[config.mk]
export PLATFORM = sky130hd
export DESIGN_NAME = flash_burst_reader
export DESIGN_NICKNAME = d
export VERILOG_FILES = /design/src/rtl/flash_burst_reader.sv
export SDC_FILE = /design/constraint.sdc
export NUM_CORES = 1
export LEC_CHECK = 0
export BUFFER_PORTS_ARGS = -buffer_cell sky130_fd_sc_hd__buf_2
export CAP_MARGIN = 30
export CORE_UTILIZATION = 45
export DETAILED_ROUTE_END_ITERATION = 7
export GPL_TIMING_DRIVEN = 0
export SETUP_SLACK_MARGIN = 0.4
export SYNTH_ARGS = -nofsm -noshare
export SYNTH_HDL_FRONTEND = slang
export SYNTH_SLANG_ARGS = --single-unit
[constraint.sdc]
create_clock -name clk_i -period 4.8 [get_ports clk_i]
set_clock_uncertainty 0.15 [all_clocks]
set_input_delay 0.72 -clock clk_i [delete_from_list [all_inputs] [get_ports clk_i]]
set_output_delay 0.72 -clock clk_i [all_outputs]
set_load 0.005 [all_outputs]
[src/rtl/flash_burst_reader.sv]
// Burst command engine in front of the SPI flash byte-read wrapper: fetches bytes one at a
// time, packs them little-endian into 32-bit words and queues them with last-word marking.
module flash_burst_reader #(
    parameter int FIFO_DEPTH = 4,
    parameter int LEN_W      = 16
) (
    input  logic             clk_i,
    input  logic             rstn_i,
    input  logic             cmd_valid_i,
    output logic             cmd_ready_o,
    input  logic [23:0]      cmd_addr_i,
    input  logic [LEN_W-1:0] cmd_len_i,
    input  logic             abort_i,
    output logic             mem_valid_o,
    input  logic             mem_ready_i,
    output logic [23:0]      mem_addr_o,
    input  logic [7:0]       mem_rdata_i,
    output logic             out_valid_o,
    input  logic             out_ready_i,
    output logic [31:0]      out_data_o,
    output logic             out_last_o,
    output logic             busy_o
);
    localparam int PTR_W = $clog2(FIFO_DEPTH);

    typedef enum logic [1:0] {IDLE, FETCH, GAP, PUSH} state_t;

    state_t             state, state_next;
    logic [23:0]        cur_addr;
    logic [LEN_W-1:0]   words_left;
    logic [1:0]         byte_idx;
    logic               abort_pend;
    logic [31:0]        word;
    logic [32:0]        fifo_mem [FIFO_DEPTH];
    logic [PTR_W-1:0]   wr_ptr, rd_ptr;
    logic [PTR_W:0]     count;
    logic               cmd_fire, fifo_full, fifo_empty, push, pop, last_word;

    assign cmd_ready_o = (state == IDLE);
    assign cmd_fire    = cmd_valid_i & cmd_ready_o;
    assign fifo_full   = (count == (PTR_W+1)'(FIFO_DEPTH));
    assign fifo_empty  = (count == '0);
    assign pop         = ~fifo_empty & out_ready_i;
    assign last_word   = (words_left == LEN_W'(1));

    assign mem_valid_o = (state == FETCH);
    assign mem_addr_o  = cur_addr;
    assign out_valid_o = ~fifo_empty;
    assign out_data_o  = fifo_empty ? 32'd0 : fifo_mem[rd_ptr][31:0];
    assign out_last_o  = fifo_empty ? 1'b0 : fifo_mem[rd_ptr][32];
    assign busy_o      = (state != IDLE) | ~fifo_empty;

    always_comb begin
        state_next = state;
        push       = 1'b0;
        case (state)
            IDLE: begin
                if (cmd_fire && cmd_len_i != '0)
                    state_next = FETCH;
            end
            FETCH: begin
                // An aborted request still runs to completion so the wrapper is never cut off.
                if (mem_ready_i) begin
                    if (abort_i || abort_pend)
                        state_next = IDLE;
                    else if (byte_idx == 2'd3)
                        state_next = PUSH;
                    else
                        state_next = GAP;
                end
            end
            GAP: begin
                state_next = abort_i ? IDLE : FETCH;
            end
            PUSH: begin
                if (abort_i) begin
                    state_next = IDLE;
                end else if (!fifo_full) begin
                    push       = 1'b1;
                    state_next = last_word ? IDLE : FETCH;
                end
            end
            default: state_next = IDLE;
        endcase
    end

    always_ff @(posedge clk_i or negedge rstn_i) begin
        if (!rstn_i) begin
            state      <= IDLE;
            cur_addr   <= '0;
            words_left <= '0;
            byte_idx   <= '0;
            abort_pend <= 1'b0;
        end else begin
            state      <= state_next;
            abort_pend <= (state == FETCH) && !mem_ready_i && (abort_i || abort_pend);
            if (state == IDLE && cmd_fire && cmd_len_i != '0) begin
                cur_addr   <= cmd_addr_i;
                words_left <= cmd_len_i;
                byte_idx   <= '0;
            end
            if (state == FETCH && mem_ready_i) begin
                cur_addr <= cur_addr + 24'd1;
                byte_idx <= byte_idx + 2'd1;
            end
            if (push)
                words_left <= words_left - LEN_W'(1);
        end
    end

    always_ff @(posedge clk_i or negedge rstn_i) begin
        if (!rstn_i) begin
            wr_ptr <= '0;
            rd_ptr <= '0;
            count  <= '0;
        end else if (abort_i) begin
            wr_ptr <= '0;
            rd_ptr <= '0;
            count  <= '0;
        end else begin
            if (push)
                wr_ptr <= wr_ptr + PTR_W'(1);
            if (pop)
                rd_ptr <= rd_ptr + PTR_W'(1);
            if (push && !pop)
                count <= count + (PTR_W+1)'(1);
            else if (pop && !push)
                count <= count - (PTR_W+1)'(1);
        end
    end

    // Data path: byte assembly and FIFO storage carry no reset.
    always_ff @(posedge clk_i) begin
        if (state == FETCH && mem_ready_i)
            word[{byte_idx, 3'b000} +: 8] <= mem_rdata_i;
        if (push)
            fifo_mem[wr_ptr] <= {last_word, word};
    end
endmodule
Yosys cells after proc, flatten, opt, wreduce, memory -nomap -nowiden
Memory sizes are Yosys's and may differ from the RTL's.
Index checks and enable logic that the tools add are counted.

operators by class
  add/sub/neg operators = 8
  equality and inequality tests = 9
  shifts and indexed selects = 2
  multiplexer cells = 30
  bitwise logic cells = 4
  reductions and logical operators = 22

operators with widths
  cell                                                                    count
  24-bit 2-to-1 mux                                                       2
  32-bit bitwise mux                                                      1
  16-bit 2-to-1 mux                                                       2
  32-bit 2-to-1 mux                                                       1
  8-bit by 7-bit variable shift with 32-bit output, first input constant  1
  8-bit by 7-bit indexed part select with 32-bit output                   1
  24-bit by 1-bit adder with 24-bit output, second input constant         1
  2-bit 2-to-1 mux                                                        11
  16-bit by 1-bit equality test with 1-bit output, second input constant  1
  16-bit nonzero test                                                     1
  16-bit by 1-bit subtractor with 16-bit output, second input constant    1
  2-bit nonzero test                                                      5
  1-bit 2-to-1 mux                                                        9
  3-bit 2-to-1 mux                                                        3
  1-bit logical AND                                                       8
  2-bit case mux with 4 select lines                                      1
  5-bit negator with 7-bit output                                         1
  2-bit by 1-bit adder with 2-bit output, second input constant           3
  2-bit equality test, second input constant                              3
  2-bit by 1-bit != test with 1-bit output, second input constant         2
  3-bit by 1-bit adder with 3-bit output, second input constant           1
  3-bit equality test, second input constant                              1
  1-bit zero test                                                         3
  3-bit zero test                                                         1
  10 further kinds                                                        11

storage, ports and cells
  register bits = 84
  RAM bits = 132
  output and inout port bits = 61
  logic and storage cells = 85
  memories = 1

memory list
  memory    words  width  read ports  clocked after Yosys merged registers in  write ports  line  text
  fifo_mem  4      33     1           0                                        1            34    logic [32:0] fifo_mem [FIFO_DEPTH];

Depth between registers and ports, before layout
Gate-level depths: netlist of run 1.

  depth after elaboration = 9
  depth in mapped cells = 10
  depth with buffers taken out = 8

Worst setup path before layout of run 1
No wires, ideal clock.

  path type = register to output
  start point = register rd_ptr[0]
  end point = output out_data_o[10]
  data arrival time = 1.686 ns
  data required time = 3.930 ns
  setup slack = 2.244 ns
  cell stages (with the launch flop) = 5
  cell sequence = dfrtp_1 > clkbuf_1 > buf_2 > mux4_2 > and2_1

on the way
  cells in the longest elaborated chain, start to end = 2

ends and longest elaborated chain
  item                    line  text
  start, declared         35    logic [PTR_W-1:0] wr_ptr, rd_ptr;
  start signal, assigned  124   rd_ptr <= rd_ptr + PTR_W'(1);
  memory 4 x 33 bit       --
  32-bit 2-to-1 mux       49    assign out_data_o = fifo_empty ? 32'd0 : fifo_mem[rd_ptr][31:0];
  end, declared           20    output logic [31:0] out_data_o,

Every way passes these cells.

Worst setup path after layout of run 1
  start point = register rd_ptr[0]
  end point = output out_data_o[8]

The elaborated chain is that of the path after synthesis.

==> impl_metrics.toml, run 1 <==
[run_status]
status = "finished clean"

[floorplan]
core_area_sq_mm = 0.0202
floorplan.initialDensity_pct = 45.9
rows = 52
die_area_sq_mm = 0.0212
fp.dieW_um = 146
io_pins = 115
die-height_um = 146

[yosys]
seq_area_frac_synth_pct = 67.1
synth_seq_cells = 216
syn_area_sq_mm = 0.00928
synth_area_per_cell_sq_um = 14.6
synth_top_area_cell = "edfxtp_1"
ys.flop_type = "edfxtp_1"
synth_cell_type_count = 57
synth_fp_nets = 701
synth_edf_count = 164
syn_inst = 634
synthArstFlopShare_pct = 24.1
ys_warn_count = 0
synth_top_area_share_pct = 53.1
synth_area_leaders = "edfxtp_1 53%, dfrtp_1 14%, mux4_2 8.0%"

[route]
antenna_left = 0
routed_wl_um = 20800
drc_errors = 0
dr.first_iter.drc_count = 261
dr.pass1.iters = 5
wl_per_cell_um = 19.5
vias = 5953
via_per_inst = 5.58

[placed_design]
dp_hpwl_um = 14300
port_buffers = 114
pre_cts_ws_ns = 1.74
gp_congestion = 0.906

[clocking]
cts_tree = "yes"
clkTransAtPathRegs_ns = 0.06
postCtsResizedCells = 0
cts_buffers = 23
holdBufCountCts = 0
clock_latency_ns = 0.50
cts.path.max_buffers = 3
cts_root_buf = "clkbuf_16"
htreeDepth = 1
post_cts_buffers = 0
clock-sinks = 216

[timing]
worst_pin_slew_ns = 0.977
fmax_mhz = 284
finalWorstPathRequiredPeriod_ns = 3.52
rsz0062_at_grt = "no"
setup_slack_ns = 1.28
hold_viol = 0
finalCritPeriodShare_pct = 73.4
fin_hold_ws_ns = 0.0769
setup_tns_ns = 0
max_slew_margin_pct = 34.3
setup-violations-final = 0
maxSlewViolCount = 0

[min_path]
worstHoldPathType = "in -> async"

[global_route]
grt_pass1_vias = 6153
use_met3_pct = 3.17
grt_pass1_wl_um = 33100
busiest_layer = "met2"
grt_util_met2_pct = 34.2
antenna_found_initial = 0
overflow = 0
grt_max_degree = 31
use_met1_pct = 27.5
grt_util_all_layers_pct = 20.1

[layout]
syn_to_final_growth_pct = 19.8
regArea_sq_mm = 0.00623
num_antenna_cells = 0
multi_input_area_sq_mm = 0.00289
fillers = 1656
drive_above_1_share_pct = 26.5
nets = 846

[setup_path]
rr_worst_depth = 7
required_ns = 3.93
r2r_end = "words_left[11]$_DFFE_PN0P_"
worstSetupPathType = "reg -> out"
r2r_slack_ns = 2.31
cp-end-kind = "output pin"
crit_fanout = 10
r2r-start = "state[0]$_DFFE_PN0P_"
start_kind = "register"
cp.arrival_ns = 2.65

[job]
max_cap_violations = 0

[power]
peakVddDrop_mv = 0.251
p_leak_nw = 4.06
powerDensity_mw_per_mm2 = 535
p_total_w = 0.00595
-- stage by stage --
step                util [%]  instances  area [sq um]
floorplan                  -        634          9280
global placement        50.4       1018         10200
detailed placement      50.9       1024         10300
CTS                     55.0       1066         11100
global route            55.0       1066         11100
finish                  55.0       1066         11100
-- where the power goes --
part / internal, W / switching, W / total, W
registers: 0.00229 / 0.000280 / 0.00257
clock network: 0.00121 / 0.000699 / 0.00191
logic: 0.000663 / 0.000809 / 0.00147
total: 0.00416 / 0.00179 / 0.00595
-- routing by layer --
| layer | up-vias | share of wire, % |
|---|---|---|
| li1 | 2734 | - |
| met1 | 2969 | 44 |
| met2 | 221 | 49 |
| met3 | 29 | 6.1 |
| met4 | 0 | 1.5 |
| met5 | - | 0 |
-- registers in the layout, indices dropped and copies added (netlist names) --
| register | cells |
|---|---|
| count | 3 |
| mem_addr_o | 24 |
| abort_pend | 1 |
| wr_ptr | 2 |
| byte_idx | 2 |
| rd_ptr | 2 |
| word | 32 |
| words_left | 16 |
| fifo_mem | 132 |
| state | 2 |
-- synth_stat cells (all sizes together) (5+ instances only) --
| library cell | instances |
|---|---|
| edfxtp | 164 |
| and2 | 71 |
| dfrtp | 52 |
| nor2 | 38 |
| mux4 | 33 |
| nand2 | 31 |
| clkbuf | 22 |
| a21oi | 19 |
| nand3 | 19 |
| nor3 | 17 |
| o21ai | 16 |
| ha | 12 |
| inv | 12 |
| nor4 | 10 |
| nand4 | 9 |
| or3 | 9 |
| a211oi | 8 |
| and3 | 8 |
| buf | 8 |
| o211ai | 8 |
| nor3b | 6 |
| o22ai | 6 |
| o31ai | 6 |
| xnor2 | 5 |
-- cell type report --
type,count,area share (%)
sequential,216,56.0
multi-input combinational,376,26.0
timing repair buffer,120,6.08
clock buffer,28,5.34
tap,270,3.04
clock inverter,14,2.05
buffer,30,1.10
inverter,12,0.405
-- cells by family after synthesis --
kind of cell	synth area share [%]
AND/OR/NAND/NOR	14.0
multiplexers	8.13
XOR/XNOR	0.661
flip-flops	67.1
adder cells (fa/ha/maj)	1.83
AO/OA/AOI/OAI	6.47
buffers and inverters	1.81
-- critical path, cell delays in order, from the launching register on --
cell and delay [ns]:
dfrtp_1 0.32, clkbuf_1 0.45, buf_2 0.48, mux4_2 0.56, and2_1 0.21, buf_2 0.13
-- worst max-delay path by stage --
stage                               start                   endpoint  slack, ns
floorplan           rd_ptr[0]$_DFFE_PN0P_             out_data_o[10]       2.24
detailed placement  rd_ptr[0]$_DFFE_PN0P_              out_data_o[8]       1.74
global route        rd_ptr[0]$_DFFE_PN0P_              out_data_o[8]       1.07
CTS                 rd_ptr[0]$_DFFE_PN0P_              out_data_o[8]       1.18
global placement                  abort_i  fifo_mem[0][13]$_DFFE_PP_       1.47
finish              rd_ptr[0]$_DFFE_PN0P_              out_data_o[8]       1.28
-- cells in the final DEF, fill, tap and decap left out, drive strengths merged, types with 10 or more instances in the layout --
master / count
edfxtp: 164
buf: 128
and2: 71
dfrtp: 52
clkbuf: 50
nor2: 38
mux4: 33
nand2: 31
a21oi: 19
nand3: 19
nor3: 17
o21ai: 16
inv: 13
ha: 12
nor4: 10
Power figures use the tool's default switching activity.
==> run 2: changes to the inputs <==
Settings changed: PLACE_DENSITY set to 0.67.
Clock period 4.8 ns to 2.9 ns, I/O delays scaled along.
==> run 2 against run 1 <==
Count of clock-buffer cells in the layout decreased by 2. First-iteration DRC count increased by 96%. Critical path depth unchanged. Clock power increased by 40%. Critical path type unchanged. Via count increased by 1.0%. Largest power group unchanged. Register-to-register slack got worse by 1.8 ns. Setup slack got worse by 0.95 ns. Sequential share of layout area decreased by 1.1 points. Power increased by 62%. Final cell count increased by 1.1%.
==> impl_metrics.toml, run 2 (synthesis gave the netlist of run 1 again) <==
[route]
wl_met1_um = 8760
drc_errors = 0
dr.pass1.iters = 5
via_per_inst = 5.58
highest_layer = "met4"
dr_wl_met2_um = 10600
wl_met3_um = 1200
wl_per_cell_um = 19.3
vias = 6015
routed_wl_um = 20800
antenna_left = 0
dr.first_iter.drc_count = 512

[floorplan]
core_area_sq_mm = 0.0202
die-height_um = 146
fp.dieW_um = 146
rows = 52
die_area_sq_mm = 0.0212
io_pins = 115
floorplan.initialDensity_pct = 45.9

[power]
power.share.sequential_pct = 43.9
p_leak_nw = 4.16
p_int_w = 0.00664
switching_share_pct = 31.0
netSwitchingPower_w = 0.00299
clock_power_share_pct = 27.7
peakVddDrop_mv = 0.599
pwr-share-comb_pct = 28.3
powerDensity_mw_per_mm2 = 849

[clocking]
clock_latency_ns = 0.49
cts_buffers = 23
cts_root_buf = "clkbuf_16"
cts_tree = "yes"
clkTransAtPathRegs_ns = 0.06
clock-sinks = 216
cts.path.max_buffers = 3
htreeDepth = 1

[setup_path]
required_ns = 2.32
worstSetupPathType = "reg -> out"
rr_worst_depth = 7
cp.arrival_ns = 1.99
cp-end-kind = "output pin"
r2r_slack_ns = 0.48
start_kind = "register"
r2r_end = "words_left[14]$_DFFE_PN0P_"
r2r-start = "words_left[0]$_DFFE_PN0P_"
crit_fanout = 9

[timing]
maxSlewViolCount = 0
setup_slack_ns = 0.328
max_slew_margin_pct = 39.1
fmax_mhz = 389
rsz0062_at_grt = "yes"
setup-violations-final = 0
hold_viol = 0
setup_tns_ns = 0
finalCritPeriodShare_pct = 88.7
finalWorstPathRequiredPeriod_ns = 2.57
worst_pin_slew_ns = 0.911

[global_route]
grt_pass1_wl_um = 32700
grt_util_all_layers_pct = 19.8
antenna_found_initial = 1
grt_pass1_vias = 6017
overflow = 0
grt_max_degree = 35

[min_path]
min_to = "mem_addr_o[14]$_DFFE_PN0P_"
hp-start = "cmd_addr_i[14]"
worstHoldPathCells = 3
worstHoldPathType = "in -> reg"

[layout]
largest_reg_flops = 132
fillers = 1608
nets = 861
regMostFlops = "fifo_mem"
syn_to_final_growth_pct = 22.2
drive_above_1_share_pct = 30.0
final_common_cell = "edfxtp_1"
final_cell_mix = "164 x edfxtp_1, 117 x buf_2, 67 x and2_1"

[placed_design]
dp_hpwl_um = 13800
port_buffers = 114
pre_cts_ws_ns = 0.123
gp_congestion = 0.903

[job]
max_cap_violations = 0

[run_status]
status = "finished clean"
-- run 2: changes by cell type in the layout (fill, tap and decap cells not counted), sizes merged, moves of 2 or more --
cell,previous run,this run
buf,128,136
dlygate4sd3,0,7
bufinv,6,1
clkinvlp,0,3
clkbuf,50,48
-- run 2: critical path, stage by stage, from the launching register on --
cell and delay, ns:
dfrtp_1 0.36, clkbuf_16 0.20, buf_12 0.13, mux4_2 0.50, and2_1 0.18, buf_2 0.13
-- run 2: stage by stage --
| step | power (W) | std cells | area (sq um) | util, % | hold slack, ns |
|---|---|---|---|---|---|
| 6_report | 0.00963 | 1078 | 11300 | 56.1 | 0.0205 |
| 5_1_grt | 0.0101 | 1077 | 11300 | 56.0 | 0.0147 |
| 4_1_cts | 0.00962 | 1074 | 11200 | 55.6 | 0.00587 |
| 3_5_place_dp | 0.00674 | 1023 | 10300 | 50.9 | 0.272 |
| 3_3_place_gp | 0.00663 | 1018 | 10200 | 50.4 | 0.316 |
| 2_1_floorplan | 0.00571 | 634 | 9280 | - | -0.0106 |
-- run 2: final cells by class --
cell class	count	area (sq um)	area share, %
diodes	1	2.50	0.0221
plain buffers	30	251	2.22
clock buffers	26	587	5.17
clock inverters	12	90.1	0.794
inverters	12	45.0	0.397
multi-input cells	376	2930	25.8
flip-flops and latches	216	6230	54.9
well taps	270	338	2.98
repair buffers	135	876	7.72
-- run 2: worst max path at each step --
stage	to	cells after the start	slack [ns]	startpoint
floorplan	out_data_o[10]	4	0.63	rd_ptr[0]$_DFFE_PN0P_
global placement	fifo_mem[0][21]$_DFFE_PP_	4	-0.08	state[0]$_DFFE_PN0P_
detailed placement	out_data_o[22]	5	0.12	rd_ptr[0]$_DFFE_PN0P_
CTS	out_data_o[23]	5	0.29	rd_ptr[0]$_DFFE_PN0P_
global route	out_data_o[22]	5	0.26	rd_ptr[0]$_DFFE_PN0P_
finish	out_data_o[23]	5	0.33	rd_ptr[0]$_DFFE_PN0P_
-- run 2: power by group through the flow --
stage / clock [W] / sequential (W) / combinational, W
3_3_place_gp: 0 / 0.00424 / 0.00239
3_5_place_dp: 0 / 0.00428 / 0.00246
2_1_floorplan: 0 / 0.00419 / 0.00152
5_1_grt: 0.00284 / 0.00429 / 0.00301
6_report: 0.00267 / 0.00423 / 0.00273
4_1_cts: 0.00273 / 0.00422 / 0.00268
-- run 2: metal layers --
layer / GRT usage [%] / vias up
met5: 0 / -
met4: 4.26 / 0
met3: 3.42 / 29
met2: 35.0 / 216
met1: 25.5 / 3010
li1: - / 2760
-- run 2: what timing repair did --
action | in CTS | in global routing
pin swaps | 4 | 1
endpoints found under the setup margin | 41 | 102
gates cloned | 1 | 2
endpoints found under the hold margin | 24 | 0
buffers inserted | 5 | 1
hold buffers | 7 | 0
gates resized for setup | 43 | 22
